===== src/rtl/rr_arbiter.sv =====
// rtl/rr_arbiter.sv - round-robin arbiter with registered one-hot grant and hold timeout
// Optional high-priority request mask enabled by defining RR_ARB_HIGH_PRIO_EN.
module rr_arbiter #(
   parameter int NUM_REQ  = 8,
   parameter int MAX_HOLD = 16
) (
   input  logic                       clk,
   input  logic                       rst_n,
   input  logic [NUM_REQ-1:0]         req,
`ifdef RR_ARB_HIGH_PRIO_EN
   input  logic [NUM_REQ-1:0]         high_prio,
`endif
   input  logic                       done,
   output logic [NUM_REQ-1:0]         grant,
   output logic [$clog2(NUM_REQ)-1:0] grant_idx,
   output logic                       grant_valid,
   output logic                       timeout
);

   localparam int IDX_W = $clog2(NUM_REQ);
   localparam int CNT_W = (MAX_HOLD > 1) ? $clog2(MAX_HOLD) : 1;
   localparam logic [CNT_W-1:0] HOLD_LAST = CNT_W'(MAX_HOLD - 1);
   localparam logic [IDX_W-1:0] IDX_LAST  = IDX_W'(NUM_REQ - 1);

   localparam logic [0:0] IDLE  = 1'b0;
   localparam logic [0:0] GRANT = 1'b1;

   logic [0:0]         state_q, state_d;
   logic [IDX_W-1:0]   ptr_q, ptr_d;
   logic [CNT_W-1:0]   hold_cnt_q, hold_cnt_d;
   logic [NUM_REQ-1:0] grant_q, grant_d;
   logic [IDX_W-1:0]   grant_idx_q, grant_idx_d;
   logic               timeout_q, timeout_d;

   logic [IDX_W-1:0]   next_ptr;
   logic [IDX_W-1:0]   search_ptr;
   logic [NUM_REQ-1:0] cand_base;
   logic [NUM_REQ-1:0] cand;
   logic               found;
   logic [IDX_W-1:0]   win;
   logic               expire;
   logic               release_now;

   assign next_ptr = (grant_idx_q == IDX_LAST) ? '0 : grant_idx_q + 1'b1;
   assign expire   = (MAX_HOLD != 0) && (hold_cnt_q == HOLD_LAST);
   assign release_now = done || !req[grant_idx_q] || expire;

   // In GRANT the current grantee is masked out so a release re-arbitrates among the others.
   always_comb begin
      cand_base  = req;
      search_ptr = ptr_q;
      if (state_q == GRANT) begin
         cand_base  = req & ~(NUM_REQ'(1) << grant_idx_q);
         search_ptr = next_ptr;
      end
   end

`ifdef RR_ARB_HIGH_PRIO_EN
   always_comb begin
      cand = cand_base;
      if (|(cand_base & high_prio)) cand = cand_base & high_prio;
   end
`else
   assign cand = cand_base;
`endif

   always_comb begin
      int unsigned idx;
      idx   = 0;
      found = 1'b0;
      win   = '0;
      for (int i = 0; i < NUM_REQ; i++) begin
         idx = int'(search_ptr) + i;
         if (idx >= NUM_REQ) idx = idx - NUM_REQ;
         if (!found && cand[IDX_W'(idx)]) begin
            found = 1'b1;
            win   = IDX_W'(idx);
         end
      end
   end

   always_comb begin
      state_d     = state_q;
      ptr_d       = ptr_q;
      hold_cnt_d  = hold_cnt_q;
      grant_idx_d = grant_idx_q;
      timeout_d   = 1'b0;
      case (state_q)
         IDLE: begin
            if (found) begin
               state_d     = GRANT;
               grant_idx_d = win;
               hold_cnt_d  = '0;
            end
         end
         default: begin
            if (release_now) begin
               ptr_d      = next_ptr;
               timeout_d  = expire && !done;
               hold_cnt_d = '0;
               if (found) begin
                  state_d     = GRANT;
                  grant_idx_d = win;
               end else begin
                  state_d = IDLE;
               end
            end else begin
               hold_cnt_d = hold_cnt_q + 1'b1;
            end
         end
      endcase
      grant_d = (state_d == GRANT) ? (NUM_REQ'(1) << grant_idx_d) : '0;
   end

   always_ff @(posedge clk or negedge rst_n) begin
      if (!rst_n) begin
         state_q     <= IDLE;
         ptr_q       <= '0;
         hold_cnt_q  <= '0;
         grant_q     <= '0;
         grant_idx_q <= '0;
         timeout_q   <= 1'b0;
      end else begin
         state_q     <= state_d;
         ptr_q       <= ptr_d;
         hold_cnt_q  <= hold_cnt_d;
         grant_q     <= grant_d;
         grant_idx_q <= grant_idx_d;
         timeout_q   <= timeout_d;
      end
   end

   assign grant       = grant_q;
   assign grant_idx   = grant_idx_q;
   assign grant_valid = (state_q == GRANT);
   assign timeout     = timeout_q;

endmodule


===== config.mk =====
export PLATFORM = sky130hd
export DESIGN_NAME = rr_arbiter
export DESIGN_NICKNAME = d
export VERILOG_FILES = /design/src/rtl/rr_arbiter.sv
export SDC_FILE = /design/constraint.sdc
export NUM_CORES = 1
export LEC_CHECK = 0
export BUFFER_PORTS_ARGS = -buffer_cell sky130_fd_sc_hd__buf_2
export CAP_MARGIN = 40
export CORE_ASPECT_RATIO = 1.25
export CORE_MARGIN = 2
export CORE_UTILIZATION = 38
export CTS_CLUSTER_SIZE = 10
export DETAILED_ROUTE_END_ITERATION = 16
export PLACE_DENSITY = 0.59
export RECOVER_POWER = 50
export SYNTH_ARGS = -nofsm -noshare
export SYNTH_HDL_FRONTEND = slang
export SYNTH_SLANG_ARGS = --single-unit

===== constraint.sdc =====
create_clock -name clk -period 7.35 [get_ports clk]
set_clock_uncertainty 0.15 [all_clocks]
set_input_delay 0.735 -clock clk [delete_from_list [all_inputs] [get_ports clk]]
set_output_delay 0.735 -clock clk [all_outputs]
set_load 0.01 [all_outputs]

# Word-level counts from Yosys, hierarchy flattened
# Index checks and enable logic that the tools add are counted.
[word_totals]
reg_bits = 20
inputBits = 11
output_inout_bits = 13
elab_cells = 124
[classes]
addsub = 17
n_lt_le_gt_ge = 17
n_eq_ne = 2
shifts = 2
muxes = 57
n_bitwise = 2
n_reduce_logical = 21
[ops]
columns = ["operator", "n"]
rows = [
  ["3-bit two-way mux", 21],
  ["3-bit by 4-bit less-than comparator with 1-bit output, second input constant", 9],
  ["4-bit >= comparator, second input constant", 7],
  ["1-bit binary-select mux with 3-bit select", 9],
  ["3-bit by 1-bit subtractor with 3-bit output, second input constant", 8],
  ["1-bit two-way mux", 22],
  ["3-bit by 3-bit adder with 4-bit output, second input constant", 4],
  ["8-bit two-way mux", 2],
  ["1-bit by 3-bit << shifter with 8-bit output, first input constant", 2],
  ["4-bit two-way mux", 3],
  ["1-bit zero test", 9],
  ["3-bit by 2-bit adder with 4-bit output, second input constant", 2],
  ["8-bit bitwise AND", 1],
  ["1-bit logical AND", 8],
  ["8-bit NOT", 1],
  ["3-bit by 1-bit adder with 4-bit output, second input constant", 1],
  ["4-bit by 1-bit adder with 4-bit output, second input constant", 1],
  ["4-bit equality test, second input constant", 1],
  ["3-bit by 4-bit >= comparator with 1-bit output, second input constant", 1],
  ["3-bit by 1-bit adder with 3-bit output, second input constant", 1],
  ["3-bit equality test, second input constant", 1],
  ["1-bit logical OR", 2],
  ["2-bit AND reduction", 1],
  ["2-bit nonzero test", 1],
]

# Longest topological paths before layout
# Gate-level depths: netlist (run 1).
[logic_depth]
depth_word = 34
mapped_depth = 15
ltp_nobuf = 15

# Worst setup path before layout (run 1)
# OpenSTA, ideal clock, no wires.
[synth_path]
kind = "reg-to-reg"
from = "register grant_idx_q[0], in the netlist grant_idx[0]"
to = "register grant_q[7], in the netlist grant[7]"
setup_time_ns = 0.120
t_arrival_ns = 3.869
required_time_ns = 7.080
path_slack_ns = 3.211
path_stages_with_launch = 13
n_path_buf = 0
synth_period_minus_slack_ns = 4.139
cell_sequence = "dfrtp_1 -> ha_1 -> ha_1 -> nor3b_2 -> nor2_4 -> ha_1 -> mux4_2 -> nor3_1 -> nor4_4 -> o41ai_4 -> a211oi_1 -> a21oi_2 -> and3b_1"
[synth_via]
elab_chain_cells = 34
[synth_rtl]
columns = ["item", "line_no", "rtl"]
rows = [
  ["start, declared", "32", "logic [IDX_W-1:0] grant_idx_q, grant_idx_d;"],
  ["start signal, assigned", "128", "grant_idx_q <= grant_idx_d;"],
  ["parallel branches: the longest is 33 deep, another holds 3-bit by 1-bit adder with 4-bit output", "--", ""],
  ["8-bit two-way mux *", "112", "grant_d = (state_d == GRANT) ? (NUM_REQ'(1) << grant_idx_d) : '0;"],
  ["named net grant_d[7]", "31", "logic [NUM_REQ-1:0] grant_q, grant_d;"],
  ["end signal, assigned", "127", "grant_q <= grant_d;"],
  ["end, declared", "31", ""],
]
# Mark *: on every way through the listed nets, which the timed path passes. The select of a mux whose other input is x is not followed.
# A chain may end at the register's enable or synchronous reset.

# Final worst setup path (run 1)
[layout_path]
from = "register grant_idx_q[0], in the netlist grant_idx[0]"
to = "register grant_q[3], in the netlist grant[3]"
[layout_via]
elab_chain_cells = 34
[layout_rtl]
columns = ["item", "line_no", "rtl"]
rows = [
  ["parallel branches: the longest is 31 deep, another holds 3-bit by 1-bit adder with 4-bit output", "--", ""],
  ["3-bit two-way mux *", "88", "case (state_q)"],
  ["named net grant_idx_d[0]", "32", ""],
  ["1-bit by 3-bit << shifter with 8-bit output *", "112", ""],
  ["8-bit two-way mux *", "112", ""],
  ["named net grant_d[3]", "31", ""],
]
# Marked as above.

==> flow_metrics.py, run 1 <==
metrics = {
    "run_status": {
        "status": "finished, final reports clean",
    },
    "timing": {
        "hold_violations": 0,
        "maxSlewViolCount": 0,
        "worst_slew_pin_slew_ns": 1.04,
        "finalCritPeriodShare_pct": 62.8,
        "max_freq_ghz": 0.217,
        "tns_ns": 0,
        "setup_viol": 0,
        "rsz0062_at_grt": "false",
        "period_minus_slack_ns": 4.61,
        "slew_headroom_pct": 30.3,
    },
    "placement": {
        "placed_cells": 332,
        "dp_hpwl_um": 4990,
        "placed_area_um2": 2360,
        "io_buffers": 23,
        "gp_congestion": 0.943,
    },
    "yosys": {
        "async_flop_share_pct": 100,
        "ys_seq_area_share_pct": 22.8,
        "synth_common_cells": "nand3_1, nand2_1, dfrtp_1",
        "yosysMostFrequentCell": "nand3_1",
        "synth_cells": 250,
        "synth_top_area_share_pct": 22.8,
        "yosysWarnings": 0,
        "syn_avg_cell_area_um2": 8.79,
        "yosys_register_bits": 20,
        "synth_ff_type": "dfrtp_1",
        "synthTopCellsByArea": "dfrtp_1, ha_1, nand3_1",
        "synth_edf_count": 0,
        "synth_fp_nets": 271,
        "yosysTopAreaCell": "dfrtp_1",
        "syn-cell-area_um2": 2200,
        "ys_types": 67,
    },
    "floorplanning": {
        "fp.dieW_um": 72.0,
        "start_util_pct": 38.6,
        "num_rows": 31,
        "die-area_um2": 6410,
        "io_pins": 24,
        "die_h_um": 89.0,
        "core_region_area_um2": 5700,
    },
    "routing": {
        "viasPerCell": 6.49,
        "dr.pass1.iters": 5,
        "drt_wl_total_um": 6230,
        "wl_per_cell_um": 18.6,
        "drtAntennaViolNets": 0,
        "vias": 2182,
        "drtIter0Drc": 222,
        "drc": 0,
    },
    "cts": {
        "clock-sinks": 20,
        "postCtsHoldBufs": 0,
        "path_clk_slew_ns": 0.08,
        "clock_path_buffers": 2,
        "cts_resized": 0,
        "clk_latency_ns": 0.25,
        "cts_root_buf": "clkbuf_8",
        "htreeDepth": 1,
        "cts_tree": "done",
        "cts_buffers": 3,
        "post_cts_buffers": 0,
    },
    "critical_path": {
        "crit_fanout": 9,
        "crit_required_ns": 7.37,
        "critPathArrivalTime_ns": 4.63,
        "rrSetupSlack_ns": 2.74,
        "crit_path_start_kind": "register",
        "cp-end-kind": "register",
        "path_class": "reg -> reg",
    },
    "finish": {
        "area_growth_syn_to_layout_pct": 10.4,
        "antenna_cells": 0,
        "nNetsFinal": 292,
        "final_core_util_pct": 42.5,
        "final_area_um2": 2430,
        "fillers": 570,
        "drive_gt1_share_pct": 20.0,
        "fin_cells": 336,
    },
    "grt": {
        "grt_start_max_net_pins": 23,
        "antenna_found_initial": 0,
        "grt_overflow_total": 0,
        "grt_pass1_vias": 2008,
        "grt_pass1_wl_um": 10300,
        "grt_usage_pct": 20.4,
    },
    "hold_path": {
        "holdCritPathClass": "reg -> reg",
    },
    "job": {
        "max_cap_viol_count": 0,
    },
}
==> flip-flops by register name, indices dropped and copies added (netlist names) <==
name,count
hold_cnt_q,4
grant,8
grant_valid,1
ptr_q,3
timeout,1
grant_idx,3
==> metal layers <==
metal,track usage (%),routed length [µm],vias to the layer above
li1,-,-,1022
met1,25.9,2550,1058
met3,1.24,358,12
met2,36.6,3190,90
met5,0,0,-
met4,7.03,130,0
==> worst max-delay path, stage by stage (launching register included) <==
cell,delay (ns)
dfrtp_1,0.49
ha_1,0.27
ha_1,0.24
nor3b_2,0.42
nor2_4,0.14
ha_1,0.48
mux4_2,0.60
nor3_1,0.39
nor4_4,0.15
o41ai_4,0.58
a21oi_2,0.09
a21oi_4,0.27
nor4bb_4,0.23
==> stage by stage <==
step           worst slack, ns  hold WS, ns
3_3_place_gp              2.59        0.343
6_report                  2.74        0.372
3_5_place_dp              2.72        0.361
5_1_grt                   2.27        0.397
4_1_cts                   2.68        0.269
2_1_floorplan             3.21        0.289
==> cell usage in the layout (no fill, tap or decap), drive strengths merged, types with 6 or more instances in the layout <==
master / netlist / routed
a211oi: 6 / 6
nor3: 11 / 11
inv: 10 / 10
nand3: 26 / 26
and2: 9 / 9
dfrtp: 20 / 20
o21ai: 12 / 12
nand2: 21 / 21
ha: 10 / 10
nor2: 13 / 13
nor3b: 6 / 6
a32oi: 6 / 6
clkbuf: 3 / 9
a21oi: 6 / 6
buf: 5 / 18
nand4: 6 / 6
a22oi: 7 / 7
==> final timing paths <==
kind	cells past startpoint	from	to
worst max-delay path	12	grant_idx[0]$_DFF_PN0_	grant[3]$_DFF_PN0_
worst min-delay path	1	ptr_q[1]$_DFFE_PN0P_	ptr_q[1]$_DFFE_PN0P_
worst max register to register	12	grant_idx[0]$_DFF_PN0_	grant[3]$_DFF_PN0_
worst min register to register	1	ptr_q[1]$_DFFE_PN0P_	ptr_q[1]$_DFFE_PN0P_
max in group asynchronous	1	rst_n	grant[0]$_DFF_PN0_
min in group asynchronous	1	rst_n	hold_cnt_q[3]$_DFFE_PN0P_
==> layout make-up <==
cell class | instances | area (µm²) | area share (%)
multi-input combinational | 212 | 1620 | 66.7
sequential | 20 | 500 | 20.6
timing repair buffer | 24 | 115 | 4.74
tap | 66 | 82.6 | 3.40
clock buffer | 3 | 41.3 | 1.70
inverter | 10 | 37.5 | 1.55
clock inverter | 1 | 30.0 | 1.24
==> cell families (layout without fill, tap and decap cells) <==
family | count (synthesis) | in the layout | share of synthesized area, %
and+or+nand+nor | 116 | 116 | 31.8
AOI/OAI and AO/OA | 70 | 70 | 25.7
DFF | 20 | 20 | 22.8
buffers and inverters | 18 | 38 | 3.58
muxes | 14 | 14 | 9.62
adders and majority gates | 10 | 10 | 5.69
xor gates and xnor gates | 2 | 2 | 0.797
Power of run 1 is left out: the tool's default activity adds up to more than one toggle a clock period on the data nets, which glitch-free logic cannot reach.
==> inputs of run 2 (changes only) <==
--- a/config.mk
+++ b/config.mk
@@ -5,6 +5,7 @@
 export SDC_FILE = /design/constraint.sdc
 export NUM_CORES = 1
 export LEC_CHECK = 0
+export ABC_AREA = 1
 export BUFFER_PORTS_ARGS = -buffer_cell sky130_fd_sc_hd__buf_2
 export CAP_MARGIN = 40
 export CORE_ASPECT_RATIO = 1.25
@@ -12,7 +13,7 @@
 export CORE_UTILIZATION = 38
 export CTS_CLUSTER_SIZE = 10
 export DETAILED_ROUTE_END_ITERATION = 16
-export PLACE_DENSITY = 0.59
+export PLACE_DENSITY = 0.61
 export RECOVER_POWER = 50
 export SYNTH_ARGS = -nofsm -noshare
 export SYNTH_HDL_FRONTEND = slang
==> constraint.sdc (replaced) <==
create_clock -name clk -period 4.2 [get_ports clk]
set_clock_uncertainty 0.15 [all_clocks]
set_input_delay 0.42 -clock clk [delete_from_list [all_inputs] [get_ports clk]]
set_output_delay 0.42 -clock clk [all_outputs]
set_load 0.01 [all_outputs]
==> flow_metrics.py, run 2 <==
metrics = {
    "routing": {
        "drt_wl_total_um": 5170,
        "drtAntennaViolNets": 0,
        "vias": 2003,
        "drtIter0Drc": 57,
        "viasPerCell": 5.11,
        "dr.pass1.iters": 4,
        "wl_per_cell_um": 13.2,
        "drc": 0,
    },
    "placement": {
        "io_buffers": 23,
        "gp_congestion": 0.854,
        "dp_hpwl_um": 4330,
    },
    "finish": {
        "nNetsFinal": 352,
        "antenna_cells": 0,
        "area_growth_syn_to_layout_pct": 13.2,
        "final_cell_mix": "nand2_1, nand3_1, nor2_1",
        "largest_reg_flops": 8,
        "fillers": 541,
        "final_common_cell": "nand2_1",
        "drive_gt1_share_pct": 14.8,
    },
    "timing": {
        "maxSlewViolCount": 0,
        "setup_viol": 0,
        "period_minus_slack_ns": 3.56,
        "finalCritPeriodShare_pct": 84.8,
        "slew_headroom_pct": 29.7,
        "max_freq_ghz": 0.281,
        "tns_ns": 0,
        "rsz0062_at_grt": "false",
        "hold_violations": 0,
        "worst_slew_pin_slew_ns": 1.05,
    },
    "grt": {
        "grt_pass1_wl_um": 9030,
        "grt_usage_pct": 20.1,
        "grt_start_max_net_pins": 21,
        "grt_pass1_vias": 1980,
        "grt_overflow_total": 0,
        "antenna_found_initial": 0,
    },
    "critical_path": {
        "critPathArrivalTime_ns": 3.56,
        "path_class": "reg -> reg",
        "cp-end-kind": "register",
        "crit_fanout": 12,
        "path_cells": "ha_1 > ha_1 > o21ai_1 > nand2_2 > ha_1 > inv_1 > nand3_1 > nand2_1 > o21ai_0 > inv_1 > nand4_1 > nand2_1 > nor2_1 > clkinv_1 > nand2_1 > nand2_2 > nand2_1 > nor2_1",
        "r2r_end": "grant[2]$_DFF_PN0_",
        "crit_top_cell": "nand2_1",
        "r2r_cells": 18,
        "crit_path_start_kind": "register",
        "crit_required_ns": 4.20,
        "reg2reg_from": "grant_idx[1]$_DFF_PN0_",
        "crit_slowest_cell": "ha_1",
        "rrSetupSlack_ns": 0.64,
        "max_stage_delay_ns": 0.45,
    },
    "yosys": {
        "synth_top_area_share_pct": 25.2,
        "synth_common_cells": "nand2_1, nand3_1, nor2_1",
        "synth_fp_nets": 325,
        "synthTopCellsByArea": "dfrtp_1, nand2_1, nand3_1",
        "syn_avg_cell_area_um2": 6.53,
        "ys_types": 37,
        "yosysTopAreaCell": "dfrtp_1",
        "yosys_register_bits": 20,
        "syn-cell-area_um2": 1990,
        "yosysMostFrequentCell": "nand2_1",
        "async_flop_share_pct": 100,
        "synth_edf_count": 0,
        "yosysWarnings": 0,
        "ys_seq_area_share_pct": 25.2,
        "synth_ff_type": "dfrtp_1",
        "synth_cells": 304,
    },
    "hold_path": {
        "holdCritPathClass": "in -> reg",
        "hold-path-endpoint": "timeout$_DFF_PN0_",
        "min_from": "done",
        "min_delay_path_depth": 2,
    },
    "floorplanning": {
        "num_rows": 29,
        "start_util_pct": 39.4,
        "die_h_um": 84.8,
        "die-area_um2": 5820,
        "fp.dieW_um": 68.7,
        "io_pins": 24,
        "core_region_area_um2": 5040,
    },
    "cts": {
        "cts_buffers": 3,
        "cts_tree": "done",
        "clock-sinks": 20,
        "post_cts_buffers": 0,
        "clk_latency_ns": 0.26,
        "path_clk_slew_ns": 0.08,
        "cts_root_buf": "clkbuf_8",
        "clock_path_buffers": 2,
        "htreeDepth": 1,
    },
    "run_status": {
        "status": "finished, final reports clean",
    },
    "job": {
        "max_cap_viol_count": 0,
    },
}
[run 2: logic make-up after synthesis]
| kind of cell | synth area share, % |
|---|---|
| DFF | 25.2 |
| xor gates and xnor gates | 3.84 |
| AOI/OAI and AO/OA | 7.37 |
| buffers and inverters | 7.50 |
| and+or+nand+nor | 49.8 |
| adders and majority gates | 6.30 |
[run 2: per-stage QoR]
step	cell area (µm²)	std cells	hold WS, ns	util (%)	setup slack (ns)
after floorplan	1990	304	-0.0256	-	1.01
after global placement	2170	387	0.241	43.0	0.548
after detailed placement	2170	387	0.241	43.0	0.524
after CTS	2250	392	0.164	44.7	0.510
after global routing	2250	392	0.181	44.6	0.120
final	2250	392	0.174	44.6	0.637
[run 2: repair_timing]
item | in CTS | in global routing
endpoints found under the setup margin | 0 | 1
gates resized for setup | 0 | 1
endpoints found under the hold margin | 20 | 0
hold buffers | 1 | 0
[run 2: layout make-up]
| type | count | area [µm²] | area share, % |
|---|---|---|---|
| multi-input combinational | 249 | 1340 | 59.6 |
| sequential | 20 | 500 | 22.3 |
| timing repair buffer | 28 | 148 | 6.57 |
| inverter | 29 | 111 | 4.96 |
| tap | 62 | 77.6 | 3.45 |
| clock buffer | 3 | 41.3 | 1.84 |
| clock inverter | 1 | 30.0 | 1.34 |
[run 2: worst max path at each step]
stage,startpoint,end,slack [ns],cells after the start
6_report,grant_idx[1]$_DFF_PN0_,grant[2]$_DFF_PN0_,0.64,18
5_1_grt,grant_idx[1]$_DFF_PN0_,grant[2]$_DFF_PN0_,0.12,18
4_1_cts,grant_idx[1]$_DFF_PN0_,grant[2]$_DFF_PN0_,0.51,18
3_5_place_dp,grant_idx[1]$_DFF_PN0_,grant[2]$_DFF_PN0_,0.52,18
3_3_place_gp,grant_idx[1]$_DFF_PN0_,grant[2]$_DFF_PN0_,0.55,18
2_1_floorplan,grant_idx[0]$_DFF_PN0_,grant[2]$_DFF_PN0_,1.01,20
[run 2: routing by layer]
| metal | GRT usage [%] | vias to the layer above | share of wire [%] | wire length [µm] |
|---|---|---|---|---|
| met5 | 0 | - | 0 | 0 |
| met4 | 5.09 | 0 | 0.60 | 31 |
| li1 | - | 1049 | - | - |
| met3 | 1.46 | 2 | 2.0 | 101 |
| met2 | 35.2 | 31 | 53 | 2720 |
| met1 | 26.0 | 921 | 45 | 2320 |
[run 2: worst max-delay path, delay by kind of cell, from the launching register on]
kind	cells	cell delay (ns)
compound gates	2	0.53
fa+ha+maj	3	0.88
buf+inv	3	0.35
flops	1	0.44
simple gates	10	1.08
Power of run 2 is left out for the same reason.
